**config.mk**
```make
export PLATFORM = sky130hd
export DESIGN_NAME = phase_meas_sched_flat
export DESIGN_NICKNAME = d
export VERILOG_FILES = /design/src/rtl/phase_meter_pkg.sv /design/src/rtl/phase_meas_sched_if.sv /design/src/rtl/phase_sched_chsel.sv /design/src/rtl/phase_meas_sched.sv /design/src/flat_wrapper.sv
export SDC_FILE = /design/constraint.sdc
export NUM_CORES = 1
export LEC_CHECK = 0
export BUFFER_PORTS_ARGS = -buffer_cell sky130_fd_sc_hd__buf_2
export CAP_MARGIN = 15
export CELL_PAD_IN_SITES_DETAIL_PLACEMENT = 0
export CELL_PAD_IN_SITES_GLOBAL_PLACEMENT = 1
export CORE_MARGIN = 8
export CORE_UTILIZATION = 45
export CTS_CLUSTER_SIZE = 30
export DETAILED_ROUTE_END_ITERATION = 8
export GPL_TIMING_DRIVEN = 0
export PLACE_DENSITY = 0.87
export REMOVE_ABC_BUFFERS = 1
export SYNTH_ARGS = -nofsm -noshare
export SYNTH_HDL_FRONTEND = slang
export SYNTH_SLANG_ARGS = --single-unit
```
**constraint.sdc**
```tcl
create_clock -name sys_clk -period 7.7 [get_ports sys_clk]
set_clock_uncertainty 0.2 [all_clocks]
set_input_delay 1.54 -clock sys_clk [delete_from_list [all_inputs] [get_ports sys_clk]]
set_output_delay 1.54 -clock sys_clk [all_outputs]
set_load 0.01 [all_outputs]
```
**src/rtl/phase_meter_pkg.sv**
```systemverilog
// Shared types and helpers for the phase-meter measurement sequencer.
package phase_meter_pkg;

  // Default width of the phase count.
  localparam int unsigned CNT_W_DEF = 32;

  // Sequencer states.
  typedef enum logic [2:0] {
    StIdle,
    StClear,
    StSettle,
    StGate,
    StCapture,
    StOutput
  } sched_state_t;

  // Width of a channel index for n channel pairs (never below 1 bit).
  function automatic int unsigned ch_idx_w(input int unsigned n);
    return (n > 1) ? $clog2(n) : 1;
  endfunction

  function automatic int unsigned umax(input int unsigned a, input int unsigned b);
    return (a > b) ? a : b;
  endfunction

endpackage

```
**src/rtl/phase_meas_sched_if.sv**
```systemverilog
// Bundle of control, front-end and result signals around phase_meas_sched.
// master: the sequencer; slave: the surrounding datapath / host.
interface phase_meas_sched_if
  import phase_meter_pkg::*;
#(
  parameter int unsigned NUM_CH = 4,
  parameter int unsigned CNT_W  = CNT_W_DEF
);
  localparam int unsigned CH_W = ch_idx_w(NUM_CH);

  logic              start;
  logic              cont;
  logic [NUM_CH-1:0] ch_mask;
  logic [CH_W-1:0]   ch_sel;
  logic              meas_clr;
  logic              meas_gate;
  logic [CNT_W-1:0]  meas_cnt;
  logic              res_valid;
  logic              res_ready;
  logic [CH_W-1:0]   res_ch;
  logic [CNT_W-1:0]  res_cnt;
  logic              busy;
  logic              drop;

  modport master (
    input  start, cont, ch_mask, meas_cnt, res_ready,
    output ch_sel, meas_clr, meas_gate, res_valid, res_ch, res_cnt, busy, drop
  );

  modport slave (
    output start, cont, ch_mask, meas_cnt, res_ready,
    input  ch_sel, meas_clr, meas_gate, res_valid, res_ch, res_cnt, busy, drop
  );

endinterface

```
**src/rtl/phase_sched_chsel.sv**
```systemverilog
// Channel priority finder: next enabled channel above the current index in
// the sweep mask (with wrap flag), and the lowest enabled channel of a new mask.
module phase_sched_chsel
  import phase_meter_pkg::*;
#(
  parameter int unsigned NUM_CH = 4,
  localparam int unsigned CH_W  = ch_idx_w(NUM_CH)
) (
  input  logic [NUM_CH-1:0] sweep_mask,
  input  logic [CH_W-1:0]   cur,
  input  logic [NUM_CH-1:0] new_mask,
  output logic [CH_W-1:0]   next_ch,
  output logic              wrap,
  output logic [CH_W-1:0]   first_ch,
  output logic              first_valid
);

  // Scan downward so the lowest qualifying index is the one that sticks.
  always_comb begin
    next_ch     = '0;
    wrap        = 1'b1;
    first_ch    = '0;
    first_valid = 1'b0;
    for (int i = int'(NUM_CH) - 1; i >= 0; i--) begin
      if (sweep_mask[i] && (i > int'(cur))) begin
        next_ch = CH_W'(i);
        wrap    = 1'b0;
      end
      if (new_mask[i]) begin
        first_ch    = CH_W'(i);
        first_valid = 1'b1;
      end
    end
  end

endmodule

```
**src/rtl/phase_meas_sched.sv**
```systemverilog
// Phase measurement sequencer: sweeps enabled channel pairs, issuing
// clear / settle / gate / capture per channel and handing each count
// downstream over valid/ready.
// Optional feature macro: PHASE_SCHED_TIMEOUT_EN (result-accept timeout
// with sticky drop flag); when undefined OUTPUT waits forever, drop=0.
module phase_meas_sched
  import phase_meter_pkg::*;
#(
  parameter int unsigned NUM_CH         = 4,
  parameter int unsigned SETTLE_CYCLES  = 10,
  parameter int unsigned GATE_CYCLES    = 400_000_000,
  parameter int unsigned CAP_CYCLES     = 2,
  parameter int unsigned CNT_W          = CNT_W_DEF,
  parameter int unsigned TIMEOUT_CYCLES = 1_000_000
) (
  input logic                sys_clk,
  input logic                rst,
  phase_meas_sched_if.master bus
);

  localparam int unsigned CH_W = ch_idx_w(NUM_CH);
  localparam int unsigned TMAX = umax(umax(SETTLE_CYCLES, GATE_CYCLES),
                                      umax(CAP_CYCLES, TIMEOUT_CYCLES));
  localparam int unsigned TW   = $clog2(TMAX + 1);

  typedef logic [TW-1:0] tcnt_t;

  sched_state_t      state_q, state_d;
  tcnt_t             cnt_q, cnt_d;
  logic [CH_W-1:0]   ch_q, ch_d;
  logic [NUM_CH-1:0] mask_q, mask_d;
  logic              clr_q, gate_q, valid_q, busy_q;
  logic [CH_W-1:0]   res_ch_q;
  logic [CNT_W-1:0]  res_cnt_q;
  logic              capture;
  logic              advance;
  logic              drop_clr;
  logic [CH_W-1:0]   next_ch, first_ch;
  logic              wrap, first_valid;

  phase_sched_chsel #(
    .NUM_CH (NUM_CH)
  ) u_chsel (
    .sweep_mask  (mask_q),
    .cur         (ch_q),
    .new_mask    (bus.ch_mask),
    .next_ch     (next_ch),
    .wrap        (wrap),
    .first_ch    (first_ch),
    .first_valid (first_valid)
  );

`ifdef PHASE_SCHED_TIMEOUT_EN
  logic drop_q, drop_set;
`endif

  // Next-state, cycle counter reload and channel/mask stepping.
  always_comb begin
    state_d  = state_q;
    cnt_d    = (cnt_q != '0) ? cnt_q - tcnt_t'(1) : cnt_q;
    ch_d     = ch_q;
    mask_d   = mask_q;
    capture  = 1'b0;
    advance  = 1'b0;
    drop_clr = 1'b0;
`ifdef PHASE_SCHED_TIMEOUT_EN
    drop_set = 1'b0;
`endif
    unique case (state_q)
      StIdle: begin
        // A start with an empty mask is ignored outright.
        if (bus.start && first_valid) begin
          state_d  = StClear;
          ch_d     = first_ch;
          mask_d   = bus.ch_mask;
          drop_clr = 1'b1;
        end
      end
      StClear: begin
        state_d = StSettle;
        cnt_d   = tcnt_t'(SETTLE_CYCLES - 1);
      end
      StSettle: begin
        if (cnt_q == '0) begin
          state_d = StGate;
          cnt_d   = tcnt_t'(GATE_CYCLES - 1);
        end
      end
      StGate: begin
        if (cnt_q == '0) begin
          state_d = StCapture;
          cnt_d   = tcnt_t'(CAP_CYCLES - 1);
        end
      end
      StCapture: begin
        if (cnt_q == '0) begin
          state_d = StOutput;
          capture = 1'b1;
          cnt_d   = tcnt_t'(TIMEOUT_CYCLES - 1);
        end
      end
      StOutput: begin
        if (valid_q && bus.res_ready) begin
          advance = 1'b1;
`ifdef PHASE_SCHED_TIMEOUT_EN
        end else if (cnt_q == '0) begin
          advance  = 1'b1;
          drop_set = 1'b1;
`endif
        end
        if (advance) begin
          if (!wrap) begin
            state_d = StClear;
            ch_d    = next_ch;
          end else if (bus.cont && first_valid) begin
            state_d = StClear;
            ch_d    = first_ch;
            mask_d  = bus.ch_mask;
          end else begin
            state_d = StIdle;
          end
        end
      end
      default: state_d = StIdle;
    endcase
  end

  // State, counters and registered outputs (decoded from next state).
  always_ff @(posedge sys_clk or posedge rst) begin
    if (rst) begin
      state_q   <= StIdle;
      cnt_q     <= '0;
      ch_q      <= '0;
      mask_q    <= '0;
      clr_q     <= 1'b0;
      gate_q    <= 1'b0;
      valid_q   <= 1'b0;
      busy_q    <= 1'b0;
      res_ch_q  <= '0;
      res_cnt_q <= '0;
    end else begin
      state_q <= state_d;
      cnt_q   <= cnt_d;
      ch_q    <= ch_d;
      mask_q  <= mask_d;
      clr_q   <= (state_d == StClear);
      gate_q  <= (state_d == StGate);
      valid_q <= (state_d == StOutput);
      busy_q  <= (state_d != StIdle);
      if (capture) begin
        res_cnt_q <= bus.meas_cnt;
        res_ch_q  <= ch_q;
      end
    end
  end

`ifdef PHASE_SCHED_TIMEOUT_EN
  // Sticky drop flag: set by an accept timeout, cleared by an accepted start.
  always_ff @(posedge sys_clk or posedge rst) begin
    if (rst) begin
      drop_q <= 1'b0;
    end else if (drop_clr) begin
      drop_q <= 1'b0;
    end else if (drop_set) begin
      drop_q <= 1'b1;
    end
  end
  assign bus.drop = drop_q;
`else
  assign bus.drop = 1'b0;
  logic unused_drop_clr;
  assign unused_drop_clr = drop_clr;
`endif

  assign bus.ch_sel    = ch_q;
  assign bus.meas_clr  = clr_q;
  assign bus.meas_gate = gate_q;
  assign bus.res_valid = valid_q;
  assign bus.res_ch    = res_ch_q;
  assign bus.res_cnt   = res_cnt_q;
  assign bus.busy      = busy_q;

endmodule

```
**src/flat_wrapper.sv**
```systemverilog
// flat-port wrapper written by rule: the top's interface ports become plain ports
module phase_meas_sched_flat import phase_meter_pkg::*;
#(
  parameter int unsigned NUM_CH         = 4,
  parameter int unsigned SETTLE_CYCLES  = 10,
  parameter int unsigned GATE_CYCLES    = 400_000_000,
  parameter int unsigned CAP_CYCLES     = 2,
  parameter int unsigned CNT_W          = CNT_W_DEF,
  parameter int unsigned TIMEOUT_CYCLES = 1_000_000
)
  (sys_clk, rst, bus_start, bus_cont, bus_ch_mask, bus_meas_cnt, bus_res_ready, bus_ch_sel, bus_meas_clr, bus_meas_gate, bus_res_valid, bus_res_ch, bus_res_cnt, bus_busy, bus_drop);
  phase_meas_sched_if #(.NUM_CH(NUM_CH), .CNT_W(CNT_W)) bus_i ();
  input logic sys_clk;
  input logic rst;
  input wire logic [$bits(bus_i.start)-1:0] bus_start;
  input wire logic [$bits(bus_i.cont)-1:0] bus_cont;
  input wire logic [$bits(bus_i.ch_mask)-1:0] bus_ch_mask;
  input wire logic [$bits(bus_i.meas_cnt)-1:0] bus_meas_cnt;
  input wire logic [$bits(bus_i.res_ready)-1:0] bus_res_ready;
  output wire logic [$bits(bus_i.ch_sel)-1:0] bus_ch_sel;
  output wire logic [$bits(bus_i.meas_clr)-1:0] bus_meas_clr;
  output wire logic [$bits(bus_i.meas_gate)-1:0] bus_meas_gate;
  output wire logic [$bits(bus_i.res_valid)-1:0] bus_res_valid;
  output wire logic [$bits(bus_i.res_ch)-1:0] bus_res_ch;
  output wire logic [$bits(bus_i.res_cnt)-1:0] bus_res_cnt;
  output wire logic [$bits(bus_i.busy)-1:0] bus_busy;
  output wire logic [$bits(bus_i.drop)-1:0] bus_drop;
  assign bus_i.start = bus_start;
  assign bus_i.cont = bus_cont;
  assign bus_i.ch_mask = bus_ch_mask;
  assign bus_i.meas_cnt = bus_meas_cnt;
  assign bus_i.res_ready = bus_res_ready;
  assign bus_ch_sel = bus_i.ch_sel;
  assign bus_meas_clr = bus_i.meas_clr;
  assign bus_meas_gate = bus_i.meas_gate;
  assign bus_res_valid = bus_i.res_valid;
  assign bus_res_ch = bus_i.res_ch;
  assign bus_res_cnt = bus_i.res_cnt;
  assign bus_busy = bus_i.busy;
  assign bus_drop = bus_i.drop;
  phase_meas_sched #(.NUM_CH(NUM_CH), .SETTLE_CYCLES(SETTLE_CYCLES), .GATE_CYCLES(GATE_CYCLES), .CAP_CYCLES(CAP_CYCLES), .CNT_W(CNT_W), .TIMEOUT_CYCLES(TIMEOUT_CYCLES)) u_core (.sys_clk(sys_clk), .rst(rst), .bus(bus_i));
endmodule
```
Word level (Yosys, flattened, before mapping)
Cells that the tools add are included.
- add/subtract/negate cells: 1
- magnitude comparators: 3
- eq/ne operators: 13
- muxes and demuxes: 41
- reductions and logical operators: 13
- operator list (cell ; count):
    $mux W29 ; 4
    $pmux W29 S4 ; 1
    $logic_not A29 Y1 ; 1
    $reduce_bool A29 Y1 ; 1
    $sub A29 B1 Y29 const B ; 1
    $mux W2 ; 11
    $mux W3 ; 6
    $pmux W3 S6 ; 1
    $mux W4 ; 4
    $mux W1 ; 12
    $eq A3 B2 Y1 const B ; 3
    $eq A3 B3 Y1 const B ; 3
    $ne A2 B1 Y1 const B ; 4
    $pmux W4 S2 ; 1
    $eq A3 B1 Y1 const B ; 2
    $logic_and A1 B1 Y1 ; 6
    $reduce_and A5 Y1 ; 1
    $gt A2 B2 Y1 const A ; 2
    $pmux W2 S2 ; 1
    $reduce_and A4 Y1 ; 1
    $logic_not A3 Y1 ; 1
    $ne A3 B3 Y1 const B ; 1
    $reduce_bool A3 Y1 ; 1
    $gt A1 B2 Y1 const A ; 1
    $reduce_bool A2 Y1 ; 1
- flip-flop bits (word level): 76
- input port bits: 41

Depth between registers and ports, before layout
- depth in word-level cells: 10
- gate-level depth with buffers: 11
- gate-level depth less buffers: 10

Hierarchy
A second synthesis with hierarchy kept.
- cell total of the unflattened synthesis: 346
- area total of the unflattened synthesis: 3833.7 um^2
- modules (own cells, without submodules) (module ; times used ; cells an instance ; area each (um^2) ; seq. area each (um^2)):
    phase_meas_sched ; 1 ; 329 ; 3739.8 ; 1901.8
    phase_sched_chsel ; 1 ; 17 ; 93.8 ; 0.0

Least setup slack after synthesis
Ideal clock, no wire load.
- path kind: input to register
- start: input bus_ch_mask[3]
- end: register u_core.ch_q[0], in the netlist u_core.bus.ch_sel[0]
- library setup time: 0.079 ns
- arrival time: 2.849 ns
- slack: 4.572 ns
- cell stages on the path: 5
- buffers on the path: 0
- path through: or4_1 and2_1 o31ai_1 and2_1 mux2i_1
- word-level cells in the longest chain between the ends: 8
- RTL lines (what ; line ; source):
    from (decl) ; flat_wrapper.sv:17 ; input wire logic [$bits(bus_i.ch_mask)-1:0] bus_ch_mask;
    $mux W2 (4 in a row) ; phase_sched_chsel.sv:29 ; if (new_mask[i]) begin
    $mux W2 ; phase_meas_sched.sv:115 ; end else if (bus.cont && first_valid) begin
    $mux W2 ; phase_meas_sched.sv:112 ; if (!wrap) begin
    $mux W2 ; phase_meas_sched.sv:111 ; if (advance) begin
    $pmux W2 S2 ; phase_meas_sched.sv:69 ; unique case (state_q)
    to (signal assigned) ; phase_meas_sched.sv:144 ; ch_q <= ch_d;
    to (decl) ; phase_meas_sched.sv:30 ; logic [CH_W-1:0] ch_q, ch_d;
Several ways; a longest one is shown, not always the timed one. The select of a mux whose other input is x is not followed.
A chain may end at the register's enable or synchronous reset.

Worst setup path in the final report
- start: register u_core.cnt_q[20]
- end: register u_core.res_cnt_q[11], in the netlist u_core.bus.res_cnt[11]
- word-level cells in the longest chain between the ends: 3
- RTL lines (what ; line ; source):
    from (decl) ; phase_meas_sched.sv:29 ; tcnt_t cnt_q, cnt_d;
    from (signal assigned) ; phase_meas_sched.sv:143 ; cnt_q <= cnt_d;
    $logic_not A29 Y1 ; phase_meas_sched.sv:96 ; if (cnt_q == '0) begin
    $mux W1 ; phase_meas_sched.sv:96 ;
    $mux W1 ; phase_meas_sched.sv:69 ;
    to (signal assigned) ; phase_meas_sched.sv:151 ; res_cnt_q <= bus.meas_cnt;
    to (decl) ; phase_meas_sched.sv:34 ; logic [CNT_W-1:0] res_cnt_q;
No other way between the ends.

==> metrics <==
io pins=a little over 80; CP max stage delay=0.79 ns; Buf+Inv Stages, Crit Path=2; synthesized area=3780 um2; largest family of logic cells by synthesized area=simple AND/OR/NAND/NOR gates; XOR/XNOR Fraction of Synth Area=0.0186; Post-synth ARST share=1.00; PostCTS Resize Cnt=0; CP delay by family, top=simple AND/OR/NAND/NOR gates; sequential share of the synthesized area=0.497; Worst EP required=7.72 ns; layout cells sized above 1=0.346; worst reg2reg path endpoint=u_core.bus.res_cnt[11]; Max Cap Violations=0; Setup CP Type=reg -> reg; CTS Buffer Depth=2; FP Rows=33; Final Setup Violations=0; ant diodes=0; worst-margin pin slew=0.983 ns; CTS tree=yes; post-synth top area share=0.497; Initial Util=0.462; DR iter-0 viols=~180; Final Non-Filler Cells=539; Critical Path Slowest Stage Cell=nor4_2; Max-Slew Margin vs Limit=0.339; placed instance area=4300 um2; grt total ovfl=0; post-synthesis adder-cell area fraction=0.00928; Clock Latency Late Sink=between 0.3 and 0.4 ns; utilization after layout=0.552; YS warnings=0; crit path from=u_core.cnt_q[20]; die width=108 um; Reg-to-Reg Start=u_core.cnt_q[20]; Synth Area in Simple Gates=0.157; worst vdd ir=0.125 mV; WL final=9040 um; ANT nets after route=0; hold_buf cts=0; WHS=slightly above 0.3 ns; Final min period=3.49 ns; WP data arrival=roughly 3.5 ns; LEAKAGE=2.05 nW; Most common cell on crit path=buf_8; detailed-route wire length per cell=16.8 um; endpoints failing hold=0; CTS H-tree lvls=3; CP Depth=6; status=finished, final reports clean; Yosys top cell by area=dfrtp_1; fin crit share=0.454; Detail Placement HPWL=6450 um; via count=a little over 3000; pin count of the biggest net entering global routing=74; main area contributors after synthesis=dfrtp_1 (50%), mux2_2 (11%), a21oi_1 (3.3%); PnR Total Power=~1.3 mW; routing usage on met2=0.258; fin worst setup slack=4.21 ns; IO Port Bufs=80; synthesized flop and latch total=75; Critical path destination=u_core.bus.res_cnt[11]; Syn Area/Cell=10.7 um2; Root Driver=clkbuf_8; most frequent cells after synthesis=dfrtp_1 (75), mux2_2 (36), nor2_1 (32); cells on worst reg2reg path=6; setup slack, reg-to-reg=~4.2 ns; final net count=between 400 and 500; Synth Area in Compound Gates=0.154; Inst Count DP=524; RSZ-0062 raised after global routing=false; count leader, synth=dfrtp_1; Max Transition Viols Final=0; Die Area=11600 um2; Post-synth EDFFs=0; Post-route DRC=0; Design Area, Final=4510 um2; met3 Usage GRT=0.0240; crit-path max FO=19; Post-Synthesis Cells=353; CTS clk-pin slew, worst paths=0.08 ns; TritonCTS buffer count=9; Critical Path Start Type=flip-flop; met1 GRT Util=0.192; First-pass DRT Iterations=4; Hold Crit Class=reg -> reg; core area=between 8000 and 9000 um2; Post-CTS Setup Bufs=0; initial antenna violation count=0; CP endpoint kind=flip-flop; setup slack at placement=4.25 ns; Fin Setup TNS=0 ns; gpl congestion=0.806; vias in the first global route=2962; Die Y=between 100 and 150 um; global-route wire length before repair=14500 um; Top FF cell, synth=dfrtp_1; pwr dens=298 nW/um2; DR vias/cell=5.65; CP cell instances=or4_1 -> nor4_2 -> nand4_1 -> buf_8 -> buf_8 -> mux2_2; Most Used Layer, Global Route=met2; post-synthesis mux area share=0.123; area delta synth->final=19.5%; post-synth cell types=59; Fmax=0.286 GHz; gr usage total=0.154; clk sink count=75
cells in the final DEF, fill, tap and decap left out, types with 2 or more instances in the layout:
cell | netlist | layout
nor2b_1 | 2 | 2
mux2_2 | 36 | 36
or3_1 | 4 | 4
bufinv_16 | 0 | 2
and3_1 | 4 | 4
o31ai_1 | 3 | 3
a2111oi_0 | 3 | 3
nor4_1 | 6 | 5
or4_1 | 5 | 5
or4b_2 | 3 | 3
o311ai_4 | 2 | 2
o21a_1 | 2 | 2
or4_4 | 2 | 2
inv_1 | 18 | 17
clkbuf_8 | 0 | 9
dfrtp_1 | 75 | 75
a311oi_1 | 2 | 2
nand3_1 | 7 | 7
xor2_1 | 2 | 2
o21ai_0 | 9 | 9
nand2_1 | 13 | 13
a31oi_1 | 6 | 6
nand2b_1 | 2 | 2
and2_1 | 3 | 3
o211ai_1 | 2 | 2
nor3_1 | 13 | 13
inv_4 | 1 | 2
xnor2_1 | 6 | 6
nand4_1 | 7 | 7
buf_2 | 2 | 80
nor2_1 | 32 | 32
and4_1 | 2 | 2
a211oi_1 | 7 | 7
buf_8 | 0 | 2
mux2i_1 | 6 | 6
ha_1 | 2 | 2
o41ai_1 | 3 | 3
a21oi_1 | 25 | 25
cell type report:
cell class	count	area (um2)
clock buffers	9	124
clock inverters	6	90.1
fillers	749	3660
inverters	19	76.3
multi-input cells	242	1750
flip-flops and latches	75	1880
well taps	105	131
repair buffers	83	458
power by group:
| group | total (mW) | internal, mW | switching, mW | leakage (nW) |
|---|---|---|---|---|
| Sequential | 0.590 | 0.485 | 0.105 | 0.920 |
| Clock | 0.329 | 0.182 | 0.147 | 0.106 |
| Combinational | 0.427 | 0.185 | 0.242 | 1.03 |
state kept, by name, indices dropped and copies added, names as in the netlist:
signal                count
u_core.bus.meas_clr       1
u_core.bus.busy           1
u_core.bus.ch_sel         2
u_core.state_q            3
u_core.cnt_q             29
u_core.mask_q             3
u_core.bus.meas_gate      1
u_core.bus.res_ch         2
u_core.bus.res_cnt       32
u_core.bus.res_valid      1
how the worst min path moves through the flow:
stage | startpoint | endpoint | slack [ns] | cells after the start
2_1_floorplan | u_core.cnt_q[18] | u_core.cnt_q[18] | 0.28 | 1
3_3_place_gp | u_core.bus.res_cnt[12] | u_core.bus.res_cnt[12] | 0.28 | 1
3_5_place_dp | u_core.bus.res_cnt[5] | u_core.bus.res_cnt[5] | 0.29 | 1
4_1_cts | u_core.bus.res_cnt[5] | u_core.bus.res_cnt[5] | 0.31 | 1
5_1_grt | u_core.bus.res_cnt[9] | u_core.bus.res_cnt[9] | 0.32 | 1
6_report | u_core.bus.res_cnt[13] | u_core.bus.res_cnt[13] | 0.30 | 1
worst register-to-register path, stage by stage (launching register included):
cell     delay, ns
dfrtp_1       0.44
or4_1         0.68
nor4_2        0.79
nand4_1       0.50
buf_8         0.31
buf_8         0.18
mux2_2        0.29
metal layers:
layer | routed length [um] | vias up | share of wire
li1 | - | 1465 | -
met1 | 4020 | 1502 | 0.44
met2 | 4620 | 68 | 0.51
met3 | 278 | 10 | 0.031
met4 | 119 | 0 | 0.013
met5 | 0 | - | 0
cell families after synthesis:
family	count (synthesis)
compound gates	79
flops	75
xor+xnor	8
simple gates	109
other cells	1
fa+ha+maj	3
buf+inv	36
mux	42
(Power assumes the default switching activity.)
